$ cat config.mk
export PLATFORM = sky130hd
export DESIGN_NAME = lane_arrival_monitor_flat
export DESIGN_NICKNAME = d
export VERILOG_FILES = /design/src/rtl/lane_arrival_monitor_if.sv /design/src/rtl/lane_arrival_monitor.sv /design/src/flat_wrapper.sv
export SDC_FILE = /design/constraint.sdc
export NUM_CORES = 1
export LEC_CHECK = 0
export ABC_AREA = 1
export CELL_PAD_IN_SITES_DETAIL_PLACEMENT = 1
export CELL_PAD_IN_SITES_GLOBAL_PLACEMENT = 1
export CORE_MARGIN = 3
export CORE_UTILIZATION = 43
export DETAILED_ROUTE_END_ITERATION = 8
export PLACE_DENSITY = 0.95
export REMOVE_ABC_BUFFERS = 1
export SLEW_MARGIN = 25
export SYNTH_ARGS = -nofsm -noshare
export SYNTH_HDL_FRONTEND = slang
export SYNTH_SLANG_ARGS = --single-unit
export TNS_END_PERCENT = 10
$ cat constraint.sdc
create_clock -name clk -period 22.4 [get_ports clk]
set_input_delay 5.6 -clock clk [delete_from_list [all_inputs] [get_ports clk]]
set_output_delay 5.6 -clock clk [all_outputs]
set_load 0.02 [all_outputs]
$ cat src/rtl/lane_arrival_monitor_if.sv
// Bundle of arm/target/lane inputs and capture results for lane_arrival_monitor.
interface lane_arrival_monitor_if #(
  parameter int unsigned NUM_LANES = 6,
  parameter int unsigned LANE_W    = 2,
  parameter int unsigned TS_W      = 8
);
  logic                          start;
  logic                          clear;
  logic [LANE_W-1:0]             target;
  logic [NUM_LANES*LANE_W-1:0]   lanes;
  logic                          busy;
  logic                          done;
  logic                          timeout;
  logic [NUM_LANES-1:0]          arrived;
  logic [NUM_LANES*TS_W-1:0]     stamps;
  logic [3:0]                    first_lane;
  logic [TS_W-1:0]               skew;

  modport master (
    output start, clear, target, lanes,
    input  busy, done, timeout, arrived, stamps, first_lane, skew
  );

  modport slave (
    input  start, clear, target, lanes,
    output busy, done, timeout, arrived, stamps, first_lane, skew
  );
endinterface

$ cat src/rtl/lane_arrival_monitor.sv
// Timestamps the first cycle each lane equals a latched target after an arm
// pulse; reports completion/timeout, arrival mask, stamps, first lane and skew.
module lane_arrival_monitor #(
  parameter int unsigned NUM_LANES = 6,
  parameter int unsigned LANE_W    = 2,
  parameter int unsigned TS_W      = 8,
  parameter int unsigned TIMEOUT   = 64
) (
  input logic                   clk,
  input logic                   rst,
  lane_arrival_monitor_if.slave bus
);

  localparam int unsigned STAMPS_W = NUM_LANES * TS_W;

  typedef enum logic [1:0] {S_IDLE, S_ARMED, S_DONE} state_e;

  state_e                state_q, state_d;
  logic [LANE_W-1:0]     target_q, target_d;
  logic [TS_W-1:0]       cnt_q, cnt_d;
  logic                  busy_q, busy_d;
  logic                  done_q, done_d;
  logic                  timeout_q, timeout_d;
  logic [NUM_LANES-1:0]  arrived_q, arrived_d;
  logic [STAMPS_W-1:0]   stamps_q, stamps_d;
  logic [3:0]            first_q, first_d;
  logic [TS_W-1:0]       skew_q, skew_d;

  logic [NUM_LANES-1:0]  arr_next_c;
  logic [STAMPS_W-1:0]   stamps_next_c;
  logic                  found_c;
  logic [TS_W-1:0]       min_ts_c, max_ts_c;
  logic [3:0]            first_c;
  logic [TS_W-1:0]       skew_c;

  // This cycle's capture: first match per lane takes the current count.
  always_comb begin
    arr_next_c    = arrived_q;
    stamps_next_c = stamps_q;
    for (int i = 0; i < int'(NUM_LANES); i++) begin
      if (!arrived_q[i] && (bus.lanes[i*LANE_W +: LANE_W] == target_q)) begin
        arr_next_c[i]                  = 1'b1;
        stamps_next_c[i*TS_W +: TS_W]  = cnt_q;
      end
    end
  end

  // Earliest lane (lowest index on ties) and first-to-last spread.
  always_comb begin
    found_c  = 1'b0;
    min_ts_c = '0;
    max_ts_c = '0;
    first_c  = '0;
    for (int i = 0; i < int'(NUM_LANES); i++) begin
      if (arr_next_c[i]) begin
        if (!found_c || (stamps_next_c[i*TS_W +: TS_W] < min_ts_c)) begin
          min_ts_c = stamps_next_c[i*TS_W +: TS_W];
          first_c  = 4'(i);
        end
        if (!found_c || (stamps_next_c[i*TS_W +: TS_W] > max_ts_c)) begin
          max_ts_c = stamps_next_c[i*TS_W +: TS_W];
        end
        found_c = 1'b1;
      end
    end
    skew_c = max_ts_c - min_ts_c;
  end

  always_comb begin
    state_d   = state_q;
    target_d  = target_q;
    cnt_d     = cnt_q;
    busy_d    = busy_q;
    done_d    = done_q;
    timeout_d = timeout_q;
    arrived_d = arrived_q;
    stamps_d  = stamps_q;
    first_d   = first_q;
    skew_d    = skew_q;

    case (state_q)
      S_IDLE, S_DONE: begin
        if (bus.start) begin
          state_d   = S_ARMED;
          target_d  = bus.target;
          cnt_d     = '0;
          busy_d    = 1'b1;
          done_d    = 1'b0;
          timeout_d = 1'b0;
          arrived_d = '0;
          stamps_d  = '0;
          first_d   = '0;
          skew_d    = '0;
        end
      end
      S_ARMED: begin
        arrived_d = arr_next_c;
        stamps_d  = stamps_next_c;
        cnt_d     = cnt_q + TS_W'(1);
        // Completion on the final counted cycle takes precedence over timeout.
        if ((&arr_next_c) || (cnt_q == TS_W'(TIMEOUT - 1))) begin
          state_d   = S_DONE;
          busy_d    = 1'b0;
          done_d    = 1'b1;
          timeout_d = ~(&arr_next_c);
          first_d   = first_c;
          skew_d    = skew_c;
        end
      end
      default: state_d = S_IDLE;
    endcase

    if (bus.clear) begin
      state_d   = S_IDLE;
      target_d  = '0;
      cnt_d     = '0;
      busy_d    = 1'b0;
      done_d    = 1'b0;
      timeout_d = 1'b0;
      arrived_d = '0;
      stamps_d  = '0;
      first_d   = '0;
      skew_d    = '0;
    end
  end

  always_ff @(posedge clk) begin
    if (rst) begin
      state_q   <= S_IDLE;
      target_q  <= '0;
      cnt_q     <= '0;
      busy_q    <= 1'b0;
      done_q    <= 1'b0;
      timeout_q <= 1'b0;
      arrived_q <= '0;
      stamps_q  <= '0;
      first_q   <= '0;
      skew_q    <= '0;
    end else begin
      state_q   <= state_d;
      target_q  <= target_d;
      cnt_q     <= cnt_d;
      busy_q    <= busy_d;
      done_q    <= done_d;
      timeout_q <= timeout_d;
      arrived_q <= arrived_d;
      stamps_q  <= stamps_d;
      first_q   <= first_d;
      skew_q    <= skew_d;
    end
  end

  assign bus.busy       = busy_q;
  assign bus.done       = done_q;
  assign bus.timeout    = timeout_q;
  assign bus.arrived    = arrived_q;
  assign bus.stamps     = stamps_q;
  assign bus.first_lane = first_q;
  assign bus.skew       = skew_q;

endmodule
$ cat src/flat_wrapper.sv
// flat-port wrapper written by rule: the top's interface ports become plain ports
module lane_arrival_monitor_flat 
#(
  parameter int unsigned NUM_LANES = 6,
  parameter int unsigned LANE_W    = 2,
  parameter int unsigned TS_W      = 8,
  parameter int unsigned TIMEOUT   = 64
)
  (clk, rst, bus_start, bus_clear, bus_target, bus_lanes, bus_busy, bus_done, bus_timeout, bus_arrived, bus_stamps, bus_first_lane, bus_skew);
  lane_arrival_monitor_if #(.NUM_LANES(NUM_LANES), .LANE_W(LANE_W), .TS_W(TS_W)) bus_i ();
  input logic clk;
  input logic rst;
  input wire logic [$bits(bus_i.start)-1:0] bus_start;
  input wire logic [$bits(bus_i.clear)-1:0] bus_clear;
  input wire logic [$bits(bus_i.target)-1:0] bus_target;
  input wire logic [$bits(bus_i.lanes)-1:0] bus_lanes;
  output wire logic [$bits(bus_i.busy)-1:0] bus_busy;
  output wire logic [$bits(bus_i.done)-1:0] bus_done;
  output wire logic [$bits(bus_i.timeout)-1:0] bus_timeout;
  output wire logic [$bits(bus_i.arrived)-1:0] bus_arrived;
  output wire logic [$bits(bus_i.stamps)-1:0] bus_stamps;
  output wire logic [$bits(bus_i.first_lane)-1:0] bus_first_lane;
  output wire logic [$bits(bus_i.skew)-1:0] bus_skew;
  assign bus_i.start = bus_start;
  assign bus_i.clear = bus_clear;
  assign bus_i.target = bus_target;
  assign bus_i.lanes = bus_lanes;
  assign bus_busy = bus_i.busy;
  assign bus_done = bus_i.done;
  assign bus_timeout = bus_i.timeout;
  assign bus_arrived = bus_i.arrived;
  assign bus_stamps = bus_i.stamps;
  assign bus_first_lane = bus_i.first_lane;
  assign bus_skew = bus_i.skew;
  lane_arrival_monitor #(.NUM_LANES(NUM_LANES), .LANE_W(LANE_W), .TS_W(TS_W), .TIMEOUT(TIMEOUT)) u_core (.clk(clk), .rst(rst), .bus(bus_i));
endmodule
# Word-level counts from Yosys, hierarchy flattened

Index checks and enable logic that the tools add are counted.

Bits in registers: 81
Input port bits: 18
Output and inout bits: 69
Word-level logic and storage cells: 141

Add/sub/neg operators: 2
$lt $le $gt $ge: 10
Equality and inequality tests: 11
Mux-type cells: 70
Bitwise gates (word level): 1
Reductions and logical operators: 37

Operator list:

| cell                  | count |
|---|---|
| $mux W8               | 29 |
| $pmux W48 S2          | 1 |
| $mux W48              | 1 |
| $mux W4               | 11 |
| $gt A8 B8 Y1          | 5 |
| $lt A8 B8 Y1          | 5 |
| $pmux W8 S2           | 2 |
| $mux W1               | 17 |
| $eq A2 B2 Y1          | 6 |
| $pmux W6 S2           | 1 |
| $logic_not A1 Y1      | 11 |
| $logic_or A1 B1 Y1    | 11 |
| $add A8 B1 Y8 const B | 1 |
| $eq A8 B6 Y1 const B  | 1 |
| $pmux W4 S2           | 1 |
| $sub A8 B8 Y8         | 1 |
| $logic_and A1 B1 Y1   | 6 |
| $mux W6               | 1 |
| $pmux W1 S2           | 3 |
| $reduce_and A2 Y1     | 3 |
| $reduce_and A6 Y1     | 1 |
| $mux W2               | 2 |
| $pmux W2 S2           | 1 |
| $reduce_or A2 Y1      | 2 |
| 8 further kinds       | 8 |

# Longest topological paths before layout

Depth after elaboration: 27
Depth in mapped cells: 89
Gate-level depth less buffers: 84

# Worst setup path before layout

Ideal clock, no wire load.

Path type: input to register
Start: input port bus_lanes[2]
End: register u_core.skew_q[7], in the netlist u_core.bus.skew[7]
Library setup time: 70 ps
Data arrival time: 14860 ps
Required time: 22330 ps
Path slack: 7470 ps
Cell stages on the path: 74
Path buffers: 6
Cells stage by stage: inv_1 -> nand2_1 -> nand2_2 -> nand3_2 -> clkbuf_1 -> o21ai_0 -> ha_1 -> a21oi_1 -> nor2_1 -> nor2_1 -> nand2_1 -> o21ai_0 -> nand2_1 -> nand2_1 -> clkbuf_1 -> o21ai_0 -> ha_1 -> a21oi_1 -> [... 38 more ...] -> o21ai_0 -> inv_1 -> ha_1 -> a21oi_1 -> nor2_1 -> nor2_1 -> nor2_1 -> o21ai_0 -> nand2_1 -> nand2_1 -> inv_1 -> o21a_1 -> nor2_1 -> xnor2_1 -> inv_1 -> nand3_1 -> nand3_1 -> a21oi_1

Longest elaborated chain between the ends: 26
Elaborated cells between the ends (all ways): 59
Classes of those cells: add/sub (1); order compare (10); eq/ne (2); mux (28); reduce/logical (18)

RTL lines:

| element                                      | RTL line                                               | RTL |
|---|---|---|
| from (decl)                                  | flat_wrapper.sv:16                                     | `input wire logic [$bits(bus_i.lanes)-1:0] bus_lanes;` |
| $eq A2 B2 Y1 (*)                             | lane_arrival_monitor.sv:41                             | `if (!arrived_q[i] && (bus.lanes[i*LANE_W +: LANE_W] == target_q)) begin` |
| $logic_and A1 B1 Y1 (*)                      | lane_arrival_monitor.sv:41                             |  |
| $mux W8                                      | lane_arrival_monitor.sv:41                             |  |
| $gt A8 B8 Y1 or $lt A8 B8 Y1 (tied branches) | lane_arrival_monitor.sv:60, lane_arrival_monitor.sv:56 |  |
| $logic_or A1 B1 Y1, on equally long branches | lane_arrival_monitor.sv:60, lane_arrival_monitor.sv:56 |  |
| $mux W8, on equally long branches            | lane_arrival_monitor.sv:60, lane_arrival_monitor.sv:56 |  |
| $mux W8                                      | lane_arrival_monitor.sv:55                             | `if (arr_next_c[i]) begin` |
| $gt A8 B8 Y1 or $lt A8 B8 Y1 (tied branches) | lane_arrival_monitor.sv:60, lane_arrival_monitor.sv:56 |  |
| [... 10 more ...]                            | --                                                     |  |
| $mux W8                                      | lane_arrival_monitor.sv:55                             |  |
| $gt A8 B8 Y1 or $lt A8 B8 Y1 (tied branches) | lane_arrival_monitor.sv:60, lane_arrival_monitor.sv:56 |  |
| $logic_or A1 B1 Y1, on equally long branches | lane_arrival_monitor.sv:60, lane_arrival_monitor.sv:56 |  |
| $mux W8, on equally long branches            | lane_arrival_monitor.sv:60, lane_arrival_monitor.sv:56 |  |
| $mux W8                                      | lane_arrival_monitor.sv:55                             |  |
| $sub A8 B8 Y8                                | lane_arrival_monitor.sv:66                             | `skew_c = max_ts_c - min_ts_c;` |
| $mux W8                                      | lane_arrival_monitor.sv:101                            | `if ((&arr_next_c) \|\| (cnt_q == TS_W'(TIMEOUT - 1))) begin` |
| $pmux W8 S2                                  | lane_arrival_monitor.sv:81                             | `case (state_q)` |
| to (signal assigned)                         | lane_arrival_monitor.sv:149                            | `skew_q <= skew_d;` |
| to (decl)                                    | lane_arrival_monitor.sv:27                             | `logic [TS_W-1:0] skew_q, skew_d;` |

Mark *: on every way between the ends. The rest lies on a longest branch, timed or not. The select of a mux whose other input is x is not followed.
A chain may end at the register's enable or synchronous reset.

# Worst setup path in the final report

Start: input port bus_lanes[3]
End: register u_core.skew_q[7], in the netlist u_core.bus.skew[7]

Same word-level chain as after synthesis.

==> impl_results.md <==
* FF+latch count, synth at 80
* Finished Cell Area at 0.00781 sq mm
* DP HPWL at 17800 um
* Cell taking the most area after synthesis: dfxtp_1
* Routed wl met3 at 1390 um
* Arrival time worst endpoint at 17230 ps
* Met2 wire len at 11500 um
* Synth Warn # at 0
* GR Util All Layers at 29.2%
* Fin crit share at 75.6%
* Die height at 130 um
* Ratio of cells with drive above 1 in the final layout at 6.34%
* Global-route wire length before repair at 38600 um
* Synth cell count leaders: 323 x nand2_1, 125 x o21ai_0, 100 x a21oi_1, 91 x inv_1, 80 x dfxtp_1
* Max VDD drop at 0.0000378 V
* Hold-fix buffers at CTS at 0
* Finish-stage setup viols at 0
* DR vias/cell at 5.73
* Post-layout worst setup margin at 5460 ps
* FFs w/ async S/R, synth at 0%
* Wire per inst at 18.9 um
* Top cell by count, worst path: nand2_1
* Clock transition at path regs at 60 ps
* Largest net degree at the start of global routing at 64
* CTS root buf: clkbuf_16
* Fin crit period at 16940 ps
* CTS Sinks at 80
* Total gr overflow at 0
* Mux contribution to synthesized area at 0.152%
* Placed Cells at 1258
* CP max-delay cell: o21ai_0
* Final wirelength at 24100 um
* Clk Latency, worst-skew pair at 360 ps
* Total CTS buffers at 9
* Setup bufs post-CTS at 0
* Setup CP Type: primary input to flop
* Final Skew at 7.75 ps
* Slew Viols, Final at 0
* Fmax achieved at 59.0 MHz
* Yosys top cell area share at 24.4%
* Initial Util at 44.5%
* Top area cells in the synthesized netlist: dfxtp_1 24%, nand2_1 18%, ha_1 14%
* Placeable Area at 0.0148 sq mm
* Worst hold stages at 2
* Largest family of logic cells by synthesized area: simple AND/OR/NAND/NOR gates
* Worst Tran Pin Value at 856 ps
* Die Wd at 130 um
* Final cell count without fillers at 1272
* Cts repair resizes at 0
* Iter 0 DRT Violations at 476
* Die area at 0.0168 sq mm
* Mapped cell area at 0.00657 sq mm
* Buffers on Ports at 85
* Antenna violations before repair at 1
* Antenna Cells at 0
* RSZ-0062 raised after global routing: no
* Worst Setup End Kind: flop
* Setup tns final at 0 ps
* Most common cell in the netlist: nand2_1
* Power per cell area at 65.9 mW/mm^2
* Post-DRT Antenna Nets at 0
* Complex-gate fraction of the synthesized area at 22.0%
* Highest Signal Layer: met5
* Drt pass-1 iters at 5
* Max Cap Viol at 0
* DRC viols at 0
* Vias in the first global route at 7547
* Synth Area in XOR/XNOR at 2.40%
* EDFF count, synth at 0
* Hold Crit Class: flop to flop
* Vias at 7284
* Max_slew headroom at 42.7%
* Reg2Reg Depth at 69
* Placement Cell Area at 0.00752 sq mm
* Crit path launch type: primary input
* I/O pin count at 87
* Layout Nets at 1180
* Crit Path Max Fanout at 16
* Area added between synthesis and finish at 18.8%
* Adder-cell share of the synthesized area at 14.8%
* Mean Syn Cell Area at 6.42 sq um
* Synth Flop Type: dfxtp_1
* H-tree levels at 3
* Maximum root-to-sink buffer count at 2
* Routability cong. at 0.943
* Cell count after synthesis at 1024
* CTS tree: done
* Synth Area in Simple Gates at 27.9%
* Sequential area share after synthesis at 24.4%
* Setup WS pre-CTS at 5550 ps
* Metal-1 WL at 10300 um
* Synth cell types at 42
* Final hold slack at 467 ps
* R2r setup slk at 10500 ps
* Critical Path RT at 22680 ps
* CP max stage delay at 580 ps
* Run status: finished, final reports clean
* # rows at 44
* Final Hold Fails at 0
* Static Leak at 0.00339 uW
[final timing paths]
path                                   start                         endpoint
max                             bus_lanes[3]  u_core.bus.skew[7]$_SDFFE_PP0P_
min             u_core.bus.done$_SDFFE_PP0P_     u_core.bus.done$_SDFFE_PP0P_
max reg2reg  u_core.target_q[0]$_SDFFE_PP0P_  u_core.bus.skew[7]$_SDFFE_PP0P_
min reg2reg     u_core.bus.done$_SDFFE_PP0P_     u_core.bus.done$_SDFFE_PP0P_
[placed cells by master (no fill, tap or decap), drive strengths merged, types with 2 or more instances in the layout]
master / netlist / layout
nor2: 54 / 54
clkbuf: 34 / 9
clkinvlp: 0 / 2
o22ai: 3 / 3
inv: 100 / 101
nand3: 27 / 27
clkdlybuf4s50: 0 / 85
nand2: 341 / 341
o21ai: 143 / 143
buf: 6 / 5
dfxtp: 80 / 80
a21oi: 100 / 100
ha: 76 / 76
a31oi: 2 / 2
a211oi: 11 / 11
nor3: 3 / 3
o211ai: 4 / 4
nand4: 6 / 6
or2: 10 / 10
xnor2: 11 / 11
[critical path: cells and delay by family]
family	cells	cell delay, ps
compound gates	29	5000
xor+xnor	2	330
fa+ha+maj	6	2000
buf+inv	6	1010
simple gates	26	3310
[report_power, final]
| group | total, uW | internal (uW) | switching, uW |
|---|---|---|---|
| registers | 146 | 144 | 1.97 |
| logic | 217 | 71.3 | 146 |
| clock network | 152 | 85.4 | 66.2 |
[state kept, by name, indices dropped and copies added, names as in the netlist]
name,cells
u_core.bus.arrived,6
u_core.bus.busy,1
u_core.bus.done,1
u_core.bus.first_lane,3
u_core.bus.skew,8
u_core.bus.stamps,48
u_core.bus.timeout,1
u_core.cnt_q,8
u_core.state_q,2
u_core.target_q,2
[routing by layer]
metal,track usage [%],vias up
met4,11.4,2
met3,5.52,57
met1,36.3,3480
li1,-,3511
met2,49.8,234
met5,0,-
[logic make-up after synthesis]
group / count (synthesis)
AOI/OAI and AO/OA: 271
xor gates and xnor gates: 12
adders and majority gates: 77
buffers and inverters: 140
DFF: 80
muxes: 1
other: 1
and+or+nand+nor: 442
[final cells by class]
| type | count | area (sq um) |
|---|---|---|
| multi-input cells | 804 | 4430 |
| clock inverters | 5 | 58.8 |
| clock buffers | 9 | 225 |
| fillers | 2013 | 6950 |
| flip-flops and latches | 80 | 1600 |
| repair buffers | 90 | 888 |
| well taps | 184 | 230 |
| inverters | 100 | 378 |
[per-stage QoR]
step / power, uW / utilization [%]
2_1_floorplan: 299 / -
3_3_place_gp: 348 / 51.0
3_5_place_dp: 359 / 51.0
4_1_cts: 513 / 52.9
5_1_grt: 552 / 52.9
6_report: 515 / 52.9
(Power assumes the default switching activity.)
